**src/rtl/bnn_pkg.sv**
```systemverilog
// Shared definitions for the binary-neural-net popcount blocks: width helper,
// accumulator FSM encodings and the default activation threshold.
package bnn_pkg;

    localparam int unsigned DEFAULT_THRESH = 32'd0;

    typedef enum logic [0:0] {
        ST_FIRST = 1'b0,
        ST_ACC   = 1'b1
    } acc_state_e;

    // Ceiling log2; clog2(n + 1) is the width needed to hold a count of 0..n.
    function automatic int unsigned clog2(input int unsigned value);
        int unsigned res;
        int unsigned rem;
        res = 32'd0;
        rem = value - 32'd1;
        while (rem > 32'd0) begin
            res = res + 32'd1;
            rem = rem >> 1;
        end
        return res;
    endfunction

endpackage

```
**src/rtl/popcount_tree.sv**
```systemverilog
// Combinational balanced adder tree counting the set bits of vec_i.
// Each node recurses on two halves, sized to the narrowest width that fits.
module popcount_tree
    import bnn_pkg::*;
#(
    parameter int unsigned VWIDTH = 64,
    parameter int unsigned CWIDTH = 16
) (
    input  logic [VWIDTH-1:0] vec_i,
    output logic [CWIDTH-1:0] cnt_o
);

    generate
        if (VWIDTH == 1) begin : g_leaf
            assign cnt_o = CWIDTH'(vec_i);
        end else begin : g_node
            localparam int unsigned LO_W  = VWIDTH / 32'd2;
            localparam int unsigned HI_W  = VWIDTH - LO_W;
            localparam int unsigned LO_CW = clog2(LO_W + 32'd1);
            localparam int unsigned HI_CW = clog2(HI_W + 32'd1);

            logic [LO_CW-1:0] lo_cnt_s;
            logic [HI_CW-1:0] hi_cnt_s;

            popcount_tree #(
                .VWIDTH(LO_W),
                .CWIDTH(LO_CW)
            ) u_lo (
                .vec_i(vec_i[LO_W-1:0]),
                .cnt_o(lo_cnt_s)
            );

            popcount_tree #(
                .VWIDTH(HI_W),
                .CWIDTH(HI_CW)
            ) u_hi (
                .vec_i(vec_i[VWIDTH-1:LO_W]),
                .cnt_o(hi_cnt_s)
            );

            assign cnt_o = CWIDTH'(lo_cnt_s) + CWIDTH'(hi_cnt_s);
        end
    endgenerate

endmodule

```
**src/rtl/popcount_acc.sv**
```systemverilog
// Two-stage popcount accumulator: S1 registers the beat count, S2 accumulates
// (saturating) per vector. Define POPCOUNT_ACC_XNOR_EN to count ~(ivec ^ wvec).
module popcount_acc
    import bnn_pkg::*;
#(
    parameter int unsigned       VWIDTH = 64,
    parameter int unsigned       CWIDTH = 16,
    parameter logic [CWIDTH-1:0] THRESH = CWIDTH'(DEFAULT_THRESH)
) (
    input  logic              clk,
    input  logic              rst_n,
    input  logic [VWIDTH-1:0] ivec,
`ifdef POPCOUNT_ACC_XNOR_EN
    input  logic [VWIDTH-1:0] wvec,
`endif
    input  logic              ivalid,
    input  logic              ilast,
    output logic              iready,
    output logic [CWIDTH-1:0] osum,
    output logic              oact,
    output logic              osat,
    output logic              ovalid,
    input  logic              oready
);

    localparam logic [CWIDTH-1:0] SAT_MAX = {CWIDTH{1'b1}};

    logic              en_s;
    logic              beat_s2_s;
    logic              load_s;
    logic [VWIDTH-1:0] cnt_vec_s;
    logic [CWIDTH-1:0] beat_cnt_s;
    logic [CWIDTH:0]   sum_s;

    logic              s1_valid_q, s1_valid_d;
    logic              s1_last_q,  s1_last_d;
    logic [CWIDTH-1:0] s1_cnt_q,   s1_cnt_d;
    logic [CWIDTH-1:0] acc_q,      acc_d;
    logic              sat_q,      sat_d;
    logic [CWIDTH-1:0] osum_q,     osum_d;
    logic              oact_q,     oact_d;
    logic              osat_q,     osat_d;
    logic              ovalid_q,   ovalid_d;
    acc_state_e        state_q,    state_d;

`ifdef POPCOUNT_ACC_XNOR_EN
    assign cnt_vec_s = ~(ivec ^ wvec);
`else
    assign cnt_vec_s = ivec;
`endif

    popcount_tree #(
        .VWIDTH(VWIDTH),
        .CWIDTH(CWIDTH)
    ) u_tree (
        .vec_i(cnt_vec_s),
        .cnt_o(beat_cnt_s)
    );

    // A pending result that is not taken freezes the whole pipe.
    assign en_s      = !ovalid_q || oready;
    assign beat_s2_s = en_s && s1_valid_q;
    assign iready    = rst_n && en_s;

    // Stage 1 next state: capture the beat count when the pipe advances.
    always_comb begin
        s1_valid_d = s1_valid_q;
        s1_last_d  = s1_last_q;
        s1_cnt_d   = s1_cnt_q;
        if (en_s) begin
            s1_valid_d = ivalid;
            s1_last_d  = ilast;
            s1_cnt_d   = beat_cnt_s;
        end else begin
            s1_valid_d = s1_valid_q;
        end
    end

    // FSM next state: a last beat always returns to FIRST.
    always_comb begin
        state_d = state_q;
        if (beat_s2_s) begin
            case (state_q)
                ST_FIRST: state_d = s1_last_q ? ST_FIRST : ST_ACC;
                ST_ACC:   state_d = s1_last_q ? ST_FIRST : ST_ACC;
                default:  state_d = ST_FIRST;
            endcase
        end else begin
            state_d = state_q;
        end
    end

    // FSM output decode: load the accumulator on the first beat of a vector.
    always_comb begin
        load_s = 1'b1;
        case (state_q)
            ST_FIRST: load_s = 1'b1;
            ST_ACC:   load_s = 1'b0;
            default:  load_s = 1'b1;
        endcase
    end

    // Stage 2: saturating accumulate and result capture.
    always_comb begin
        sum_s    = {1'b0, acc_q} + {1'b0, s1_cnt_q};
        acc_d    = acc_q;
        sat_d    = sat_q;
        osum_d   = osum_q;
        oact_d   = oact_q;
        osat_d   = osat_q;
        ovalid_d = ovalid_q;
        if (beat_s2_s) begin
            if (load_s) begin
                acc_d = s1_cnt_q;
                sat_d = 1'b0;
            end else if (sum_s[CWIDTH]) begin
                acc_d = SAT_MAX;
                sat_d = 1'b1;
            end else begin
                acc_d = sum_s[CWIDTH-1:0];
                sat_d = sat_q;
            end
            if (s1_last_q) begin
                osum_d = acc_d;
                oact_d = (acc_d >= THRESH);
                osat_d = sat_d;
            end else if (load_s) begin
                osat_d = 1'b0;
            end else begin
                osat_d = osat_q;
            end
        end else begin
            acc_d = acc_q;
        end
        if (en_s) begin
            ovalid_d = s1_valid_q && s1_last_q;
        end else begin
            ovalid_d = ovalid_q;
        end
    end

    // State registers with synchronous active-low reset.
    always_ff @(posedge clk) begin
        if (!rst_n) begin
            s1_valid_q <= 1'b0;
            s1_last_q  <= 1'b0;
            s1_cnt_q   <= {CWIDTH{1'b0}};
            acc_q      <= {CWIDTH{1'b0}};
            sat_q      <= 1'b0;
            osum_q     <= {CWIDTH{1'b0}};
            oact_q     <= 1'b0;
            osat_q     <= 1'b0;
            ovalid_q   <= 1'b0;
            state_q    <= ST_FIRST;
        end else begin
            s1_valid_q <= s1_valid_d;
            s1_last_q  <= s1_last_d;
            s1_cnt_q   <= s1_cnt_d;
            acc_q      <= acc_d;
            sat_q      <= sat_d;
            osum_q     <= osum_d;
            oact_q     <= oact_d;
            osat_q     <= osat_d;
            ovalid_q   <= ovalid_d;
            state_q    <= state_d;
        end
    end

    assign osum   = osum_q;
    assign oact   = oact_q;
    assign osat   = osat_q;
    assign ovalid = ovalid_q;

endmodule

```
**config.mk**
```make
export PLATFORM = sky130hd
export DESIGN_NAME = popcount_acc
export DESIGN_NICKNAME = d
export VERILOG_FILES = /design/src/rtl/bnn_pkg.sv /design/src/rtl/popcount_tree.sv /design/src/rtl/popcount_acc.sv
export SDC_FILE = /design/constraint.sdc
export NUM_CORES = 1
export LEC_CHECK = 0
export BUFFER_PORTS_ARGS = -buffer_cell sky130_fd_sc_hd__buf_2
export CAP_MARGIN = 15
export CORE_MARGIN = 2
export CORE_UTILIZATION = 50
export DETAILED_ROUTE_END_ITERATION = 16
export MAX_ROUTING_LAYER = met4
export PLACE_DENSITY = 0.81
export SYNTH_ARGS = -nofsm -noshare
export SYNTH_HDL_FRONTEND = slang
export SYNTH_SLANG_ARGS = --single-unit
```
**constraint.sdc**
```tcl
create_clock -name clk -period 6 [get_ports clk]
set_input_delay 0.6 -clock clk [delete_from_list [all_inputs] [get_ports clk]]
set_output_delay 0.6 -clock clk [all_outputs]
set_load 0.02 [all_outputs]
```
# == Word level (Yosys, flattened, before mapping) ==
# Cells that the tools add are included.
# word_totals
ff_bits,55
latch_bits,0
mem_bits_rw,0
mem_bits_ro,0
in_bits,69
output_inout_bits,20
word_cells,93
n_memories,0
# op_classes
addsub,64
mul,0
n_div,0
magnitude_cmp,1
eq_ne,0
shift,0
mux,9
bitwise_logic,1
n_reduce_logical,8
# op_table
operator,n
1-bit by 1-bit adder with 2-bit output,32
2-bit by 2-bit adder with 3-bit output,16
16-bit 2-to-1 mux,3
3-bit by 3-bit adder with 4-bit output,8
4-bit by 4-bit adder with 5-bit output,4
16-bit by 16-bit adder with 17-bit output,1
"16-bit by 1-bit greater-or-equal comparator with 1-bit output, second input constant",1
5-bit by 5-bit adder with 6-bit output,2
6-bit by 6-bit adder with 7-bit output,1
1-bit 2-to-1 mux,5
2-bit AND reduction,2
1-bit logical AND,3
1-bit one-hot mux with 2 select lines,1
2-bit nonzero test,1
1-bit zero test,1
1-bit logical OR,1
1-bit NOT,1

# == Longest topological paths before layout ==
# Gate-level depths: netlist of the first run.
# depth
ltp_word,6
depth_mapped,21
depth_no_buf,21

# == Modules after synthesis ==
# A second synthesis of the first run with hierarchy kept.
# hier_totals
cells_unflattened,766
hier_area_um2,6502.5
# by_module_without_submodules
module,instances,cells_per_inst,area_each_um2,seq_area_each_um2
popcount_acc,1,326,2862.7,1101.1
popcount_tree (u_tree.g_node.u_hi.g_node.u_hi.g_node.u_hi.g_node.u_hi ...),16,7,51.3,0.0
popcount_tree (u_tree.g_node.u_hi.g_node.u_hi.g_node.u_hi ...),8,12,95.1,0.0
popcount_tree (u_tree.g_node.u_hi.g_node.u_hi ...),4,16,136.4,0.0
popcount_tree (u_tree.g_node.u_hi.g_node.u_hi.g_node.u_hi.g_node.u_hi.g_node.u_hi.g_node.u_hi ...),64,1,7.5,0.0
popcount_tree (u_tree.g_node.u_hi.g_node.u_hi.g_node.u_hi.g_node.u_hi.g_node.u_hi ...),32,1,12.5,0.0
popcount_tree (u_tree.g_node.u_hi ...),2,17,158.9,0.0
popcount_tree (u_tree),1,38,314.1,0.0

# == Worst setup path after synthesis of the first run ==
# OpenSTA, ideal clock, no wires.
# synth_path
kind,input to register
from,in ivec[35]
to,reg s1_cnt_q[5]
setup_ns,0.086
t_arrival_ns,6.081
required_time_ns,5.914
path_slack_ns,-0.166
path_stages,21
n_path_buf,0
cell_sequence,inv_1 > fa_1 > inv_1 > fa_1 > fa_1 > inv_1 > fa_1 > inv_1 > fa_1 > fa_1 > fa_1 > inv_1 > fa_1 > inv_1 > ha_1 > a21o_1 > a21oi_1 > nor2_1 > a211oi_1 > xnor2_1 > a211oi_1
# synth_between
elab_chain_cells,6
# synth_rtl
element,line,rtl
from (decl),popcount_acc.sv:12,"input logic [VWIDTH-1:0] ivec,"
1-bit by 1-bit adder with 2-bit output,popcount_tree.sv:41,assign cnt_o = CWIDTH'(lo_cnt_s) + CWIDTH'(hi_cnt_s);
2-bit by 2-bit adder with 3-bit output,popcount_tree.sv:41,
3-bit by 3-bit adder with 4-bit output,popcount_tree.sv:41,
4-bit by 4-bit adder with 5-bit output,popcount_tree.sv:41,
5-bit by 5-bit adder with 6-bit output,popcount_tree.sv:41,
6-bit by 6-bit adder with 7-bit output,popcount_tree.sv:41,
to (signal assigned),popcount_acc.sv:147,s1_cnt_q <= {CWIDTH{1'b0}};
to (signal assigned),popcount_acc.sv:158,s1_cnt_q <= s1_cnt_d;
to (decl),popcount_acc.sv:37,"logic [CWIDTH-1:0] s1_cnt_q, s1_cnt_d;"
# No other way between the ends.
# A chain may end at the register's enable or synchronous reset.

# == Worst setup path in the final report of the first run ==
# layout_path
from,in ivec[35]
to,reg s1_cnt_q[6]
# Same word-level chain as after synthesis.

==> summary.md, run 1 <==
The number of cells traversed by the worst register-to-register path was 9; the largest buffer count on any clock path was 2. For the violation count after the first detailed-routing iteration, the log shows 143. The minimum clock period was 5.84 ns. By area the synthesized netlist is led by sky130_fd_sc_hd__fa_1 (28%), sky130_fd_sc_hd__dfxtp_1 (23%), sky130_fd_sc_hd__inv_1 (9.6%), sky130_fd_sc_hd__ha_1 (6.9%), sky130_fd_sc_hd__a21oi_1 (4.5%).

The global router's overall resource usage is 0.206. The run gives 4530 um2 as the placed instance area. The worst setup path is launched from an input pin. The final route contains 3,282 vias. Dividing the detail-routed wire length by the instance count gives 12.5 um.

The filler cells instantiated in the layout total 652. Root buffer cell: sky130_fd_sc_hd__clkbuf_8. Along the worst path, the maximum fanout reaches 2.

The tools report the final setup TNS as 0 ns. The period utilization is 0.973, and the total core area is 7730 um2. The estimated wirelength of the detail-placed design is 6670 um.

The worst hold path begins at osum[14]. Endpoint of the most critical register-to-register path: acc_q[5]. The synthesized design contains 0 enable-type register cells. The dominant cell by count in the synthesized netlist was sky130_fd_sc_hd__inv_1. The tools report the effective utilization at floorplan as 0.516. The wire length of the first global-routing pass was 14,200 um; the global-route track usage on met2 was 0.355.

The run gives 7990 um as the aggregate routed wire length. The headroom to the max-slew limit is 0.276, and the area occupied by multi-input gates is 2640 um2. The final-report max-slew violation count was 0.

The highest clock frequency the design can meet came out at 171 MHz. Final instance area: 4650 um2. After detailed routing, the number of remaining DRC violations is 0. The number of hold buffers added after CTS was 0. During synthesis, Yosys emitted a total of 0 warnings. The cell count after synthesis is 449. The met3 usage was 0.0419. For the arrival time of the worst setup path, the log shows 6.00 ns. Counting distinct cell types in the post-synthesis netlist gives 53.

The run finished with clean final reports. By startpoint and endpoint, the worst setup path is classified as in2reg. For this run, the leading register cell type out of synthesis is sky130_fd_sc_hd__dfxtp_1. The tools report the number of placement rows as 32. The worst hold path passes through 2 cells.

The setup clock skew after layout was 0.00774 ns; the horizontal die dimension was 93.3 um. In the routed layout, each cell is associated on average with a via count of 5.14. The number of global-route vias before repair was 3,389. Initial antenna violation count: 0.

From bottom edge to top edge, the die measures 93.3 um. During placement, the flow inserted port buffers numbering 88. The run gives 3980 um2 as the summed instance area of the synthesized netlist. The startpoint identified for the worst register-to-register timing path is s1_cnt_q[0]. Across all register-to-register paths, the minimum setup slack is 3.05 ns. The final layout contains 681 nets. The count of nets left with antenna violations once routing finished came out at 0.

The clock drives 46 sinks. The total overflow left after global routing is 0. Clock latency on the worst-skew pair, taken at its later pin, is 0.29 ns. The floorplan step defined a die boundary enclosing 8700 um2. TritonCTS built the clock tree. The path class of the tightest hold or removal check is reg2reg. Max-cap violations in this run came to 0.

At the pin with the least slew margin, the transition time is 1.09 ns. The tools report the routing usage on met1 as 0.252. Part of the Yosys area used for sequential elements: 0.231. Worst-case hold path end point: osum[14]. Synthesis inferred 46 register bits. Setup violations remaining at the end of the flow were counted as 0. Counting every net in the synthesized netlist gives 595. Clock-pin slew was measured on the worst setup and hold paths at 0.09 ns. The share of cells above drive strength 1 was 0.231; the growth of design area from synthesis to finish was 16.6%. Clock tree synthesis inserted a total of 5 buffers. The repair_antennas step left the layout with diodes totalling 0. Routability congestion estimate: 0.893. The commonest cells after synthesis are sky130_fd_sc_hd__inv_1 (102), sky130_fd_sc_hd__fa_1 (55), sky130_fd_sc_hd__dfxtp_1 (46), sky130_fd_sc_hd__a21oi_1 (36), sky130_fd_sc_hd__nand2_1 (35). The pin count of the biggest net entering global routing was 24; the synthesized area per cell was 8.87 um2.

Setup repair after global routing could not meet its margin everywhere. Hold timing on the final database bottoms out at a slack of 0.445 ns. The share of Yosys cell area claimed by the top area cell type came out at 0.276. For the storage element area, the log shows 921 um2. The I/O pin count was 89; the share of synthesized registers carrying an async set or reset was 0.

The clock tree synthesis step divided the H-tree into 2 levels. The number of iterations in the first detailed-routing pass is 4. Biggest area consumer among synthesized cells: sky130_fd_sc_hd__fa_1. The final number of hold-violating endpoints came out at 0. The worst setup path is captured at a flop.

The global routing stage identified its most utilized layer as met2. For the worst setup path, the data required time is 6.16 ns.
==> worst max path at each step <==
stage	end	from	cells past startpoint	slack, ns
6_report	s1_cnt_q[6]	ivec[35]	21	0.16
5_1_grt	s1_cnt_q[6]	ivec[35]	21	-0.08
4_1_cts	s1_cnt_q[5]	ivec[35]	22	0.03
3_5_place_dp	s1_cnt_q[5]	ivec[35]	22	-0.27
3_3_place_gp	s1_cnt_q[5]	ivec[35]	22	-0.13
2_1_floorplan	s1_cnt_q[5]	ivec[35]	21	0.004
==> timing repair <==
item | 4_1_cts | 5_1_grt
gates resized for setup | 0 | 8
buffers inserted | 0 | 2
setup endpoints to repair | 0 | 4
==> kinds of logic (layout without fill, tap and decap cells) <==
family,after synthesis,count (layout),synth area share
fa+ha+maj,77,77,0.345
buf+inv,117,204,0.112
xor+xnor,14,14,0.0308
compound gates,101,101,0.171
flops,46,46,0.231
simple gates,94,94,0.109
==> layer usage <==
layer	vias up	part of all wire	wire length, um
li1	1618	-	-
met1	1560	0.43	3430
met2	92	0.49	3950
met3	12	0.061	487
met4	0	0.016	129
met5	-	0	0
==> state kept, by name, indices dropped and copies added (netlist names) <==
register    flops
ovalid          1
sat_q           1
s1_last_q       1
oact            1
s1_cnt_q        7
osat            1
state_q         1
osum           16
s1_valid_q      1
acc_q          16
==> critical path: stages <==
cell	delay, ns
sky130_fd_sc_hd__buf_2	0.09
sky130_fd_sc_hd__inv_2	0.04
sky130_fd_sc_hd__fa_1	0.54
sky130_fd_sc_hd__inv_2	0.04
sky130_fd_sc_hd__fa_2	0.56
sky130_fd_sc_hd__inv_2	0.04
sky130_fd_sc_hd__fa_2	0.52
sky130_fd_sc_hd__fa_1	0.43
sky130_fd_sc_hd__fa_1	0.46
sky130_fd_sc_hd__fa_1	0.53
sky130_fd_sc_hd__fa_1	0.43
sky130_fd_sc_hd__fa_1	0.49
sky130_fd_sc_hd__inv_1	0.04
sky130_fd_sc_hd__ha_2	0.17
sky130_fd_sc_hd__fa_2	0.33
sky130_fd_sc_hd__a21o_1	0.18
sky130_fd_sc_hd__a21o_1	0.19
sky130_fd_sc_hd__a21oi_1	0.14
sky130_fd_sc_hd__o21ai_1	0.07
sky130_fd_sc_hd__o21ai_1	0.07
sky130_fd_sc_hd__nor2_1	0.05
==> cell type report <==
cell class	count	area share
Clock buffer	7	0.0186
Clock inverter	1	0.00108
Multi-Input combinational cell	286	0.568
Timing Repair Buffer	94	0.104
Inverter	102	0.0824
Sequential cell	46	0.198
Tap cell	102	0.0275
==> layout by cell type (no fill, tap or decap), types with 6 or more instances in the layout <==
cell,instances
sky130_fd_sc_hd__inv_1,98
sky130_fd_sc_hd__buf_2,88
sky130_fd_sc_hd__a21oi_1,34
sky130_fd_sc_hd__dfxtp_1,46
sky130_fd_sc_hd__o21ai_0,12
sky130_fd_sc_hd__buf_4,6
sky130_fd_sc_hd__fa_1,52
sky130_fd_sc_hd__xnor2_1,6
sky130_fd_sc_hd__nor2_1,28
sky130_fd_sc_hd__nand3_1,7
sky130_fd_sc_hd__nand2_1,35
sky130_fd_sc_hd__xor2_1,8
sky130_fd_sc_hd__ha_1,21
sky130_fd_sc_hd__a31oi_1,6
sky130_fd_sc_hd__clkbuf_8,6
==> stage by stage <==
stage	utilization	std cells	worst slack (ns)
after floorplan	-	449	0.00363
after global placement	0.586	628	-0.135
after detailed placement	0.586	628	-0.273
after CTS	0.598	636	0.0286
after global routing	0.601	638	-0.0847
final	0.601	638	0.161
Power of run 1 is not shown: default switching activity piles up to over one toggle a cycle in this logic, so the estimate is an artifact.
==> inputs of run 2 (changes only) <==
--- a/config.mk
+++ b/config.mk
@@ -9,6 +9,7 @@
 export CAP_MARGIN = 15
 export CORE_MARGIN = 2
 export CORE_UTILIZATION = 50
+export CTS_BUF_LIST = sky130_fd_sc_hd__clkbuf_16
 export DETAILED_ROUTE_END_ITERATION = 16
 export MAX_ROUTING_LAYER = met4
 export PLACE_DENSITY = 0.81
==> summary.md, run 2 (synthesis results as in run 1) <==
Estimated wirelength of the detail-placed design: 6670 um. Derived from the worst setup path, the maximum achievable clock frequency is 172 MHz. The floorplan die area was 8700 um2; the average vias per placed instance was 5.19. Setup repair after global routing could not meet its margin everywhere. The run finished with clean final reports. Type of the most critical hold path: reg2reg. The top cell types in the final layout, fill and taps aside, are sky130_fd_sc_hd__inv_1 (99), sky130_fd_sc_hd__buf_2 (87), sky130_fd_sc_hd__fa_1 (52). At the later pin of the worst-skew pair, clock insertion delay measures 0.28 ns.

The total global routing overflow is 0. After clock tree synthesis, the clock-pin slew on the worst setup and hold paths is 0.06 ns. CTS H-tree depth: 2.

The logs give 5 for the number of CTS-inserted buffers and 2 for the largest buffer count on any clock path. The effective utilization at floorplan was 0.516. At the pin with the least slew margin, the transition time is 1.07 ns.

The growth of design area from synthesis to finish was 18.0%; the antenna diode count was 0. Max-cap violations in this run came to 0. The startpoint class of the critical path is an input pin. After floorplanning, the core was divided into 32 placement rows. The run gives 8160 um as the aggregate routed wire length. The most common cell after layout, fill and taps aside was sky130_fd_sc_hd__inv_1.

For this run, the number of standard cells in the final layout without fillers is 638. Counting instances, the worst hold path has a depth of 2. Wire length of the first global-routing pass: 14,400 um. For the total core area, the log shows 7730 um2. The number of filler cells placed in the layout was 650. In this run the worst setup path begins at ivec[35].

The final setup TNS is 0 ns. TritonCTS built the clock tree. Setup violations remaining at the end of the flow were counted as 0. The share of cells above drive strength 1 came out at 0.229. The tools report the initial antenna violation count as 0.

The run gives 89 as the I/O pin count. The tools report the global router's overall resource usage as 0.209. For the required time of the critical path, the log shows 6.14 ns. The critical path start-end classification is in2reg. The final-report max-slew violation count was 0. The setup check on the worst reg-to-reg path leaves a slack of 3.05 ns.

After detailed routing, the number of remaining DRC violations is 0. The final number of hold-violating endpoints was 0. Including well taps, the total number of placed cells is 628. The period utilization was 0.971. For this design, the sink count on the clock tree is 46. At the placement stage, the worst setup path has a slack of -0.273 ns. The smallest clock period supported by the final layout is computed as 5.83 ns. The endpoint of the most critical register-to-register path is acc_q[7]. Entering global routing, the biggest net connects 24 pins. The first routing iteration left 190 violations. Input and output buffers added on the ports amount to 88.

Dividing the detail-routed wire length by the instance count gives 12.8 um. STA classifies the critical path endpoint as a flop. The number of iterations in the first detailed-routing pass was 5.

Hold is met by 0.441 ns. At the end of the flow, the number of nets in the layout was 681. The tools report the setup clock skew after layout as 0.00542 ns. Number of cells traversed by the worst register-to-register path: 9.

The tree is rooted in a sky130_fd_sc_hd__clkbuf_16. At the end of routability-driven placement, the weighted congestion stood at 0.893. The startpoint identified for the worst register-to-register timing path is s1_cnt_q[0]. The floorplan step set the die width to 93.3 um. Along the worst path, the maximum fanout reaches 2. The tools report the worst-case hold path end point as osum[14]. The launch point of the worst hold path was osum[14].

The run gives 0.286 as the headroom to the max-slew limit. In the post-route analysis, the smallest setup slack over all paths is 0.172 ns. The arrival time of the worst setup path came out at 5.97 ns.

The number of global-route vias before repair came out at 3,408. The number of vias after detailed routing is 3,313, and the antenna violation net count after detailed routing is 0. The die outline height came out at 93.3 um.
==> run 2: cell types whose count changed in the layout (fill, tap and decap cells not counted) <==
cell,change
sky130_fd_sc_hd__buf_2,-1
sky130_fd_sc_hd__inv_1,+1
sky130_fd_sc_hd__buf_6,+1
sky130_fd_sc_hd__clkbuf_16,+5
sky130_fd_sc_hd__clkbuf_1,-1
sky130_fd_sc_hd__clkbuf_8,-6
sky130_fd_sc_hd__clkinv_1,+1
==> run 2: worst max path at each step <==
stage / depth (start not counted) / endpoint
3_5_place_dp: 22 / s1_cnt_q[5]
5_1_grt: 21 / s1_cnt_q[6]
4_1_cts: 22 / s1_cnt_q[5]
3_3_place_gp: 22 / s1_cnt_q[5]
2_1_floorplan: 21 / s1_cnt_q[5]
6_report: 21 / s1_cnt_q[6]
==> run 2: what timing repair did <==
item | 4_1_cts | 5_1_grt
endpoints found under the setup margin | 0 | 4
setup buffers | 0 | 2
resized for setup | 0 | 9
hold buffers | 0 | 0
==> run 2: layout make-up <==
class	count	area, um2	share of cell area
clock buffers	5	125	0.0266
clock inverters	3	12.5	0.00266
inverters	102	383	0.0815
multi-input cells	286	2640	0.562
flip-flops and latches	46	921	0.196
well taps	102	128	0.0272
repair buffers	94	492	0.105
==> run 2: layer usage <==
metal / part of all wire / up-vias / global-route usage
li1: - / 1616 / -
met1: 0.43 / 1579 / 0.254
met2: 0.50 / 106 / 0.359
met3: 0.059 / 12 / 0.0419
met4: 0.014 / 0 / 0.0527
met5: 0 / - / -
==> run 2: stage by stage <==
stage	util	instance area [um2]
6_report	0.608	4700
3_5_place_dp	0.586	4530
4_1_cts	0.604	4670
2_1_floorplan	-	4000
5_1_grt	0.608	4700
3_3_place_gp	0.586	4530
==> run 2: worst max-delay path: stages <==
cell and delay [ns]:
sky130_fd_sc_hd__buf_6 0.07, sky130_fd_sc_hd__inv_2 0.03, sky130_fd_sc_hd__fa_1 0.54, sky130_fd_sc_hd__inv_2 0.04, sky130_fd_sc_hd__fa_2 0.56, sky130_fd_sc_hd__inv_2 0.04, sky130_fd_sc_hd__fa_2 0.52, sky130_fd_sc_hd__fa_1 0.43
sky130_fd_sc_hd__fa_1 0.46, sky130_fd_sc_hd__fa_1 0.53, sky130_fd_sc_hd__fa_1 0.43, sky130_fd_sc_hd__fa_1 0.49, sky130_fd_sc_hd__inv_1 0.04, sky130_fd_sc_hd__ha_2 0.17, sky130_fd_sc_hd__fa_2 0.33, sky130_fd_sc_hd__a21o_1 0.18
sky130_fd_sc_hd__a21o_1 0.19, sky130_fd_sc_hd__a21oi_1 0.14, sky130_fd_sc_hd__o21ai_1 0.07, sky130_fd_sc_hd__o21ai_1 0.07, sky130_fd_sc_hd__nor2_1 0.05
Power of run 2 is left out for the same reason.
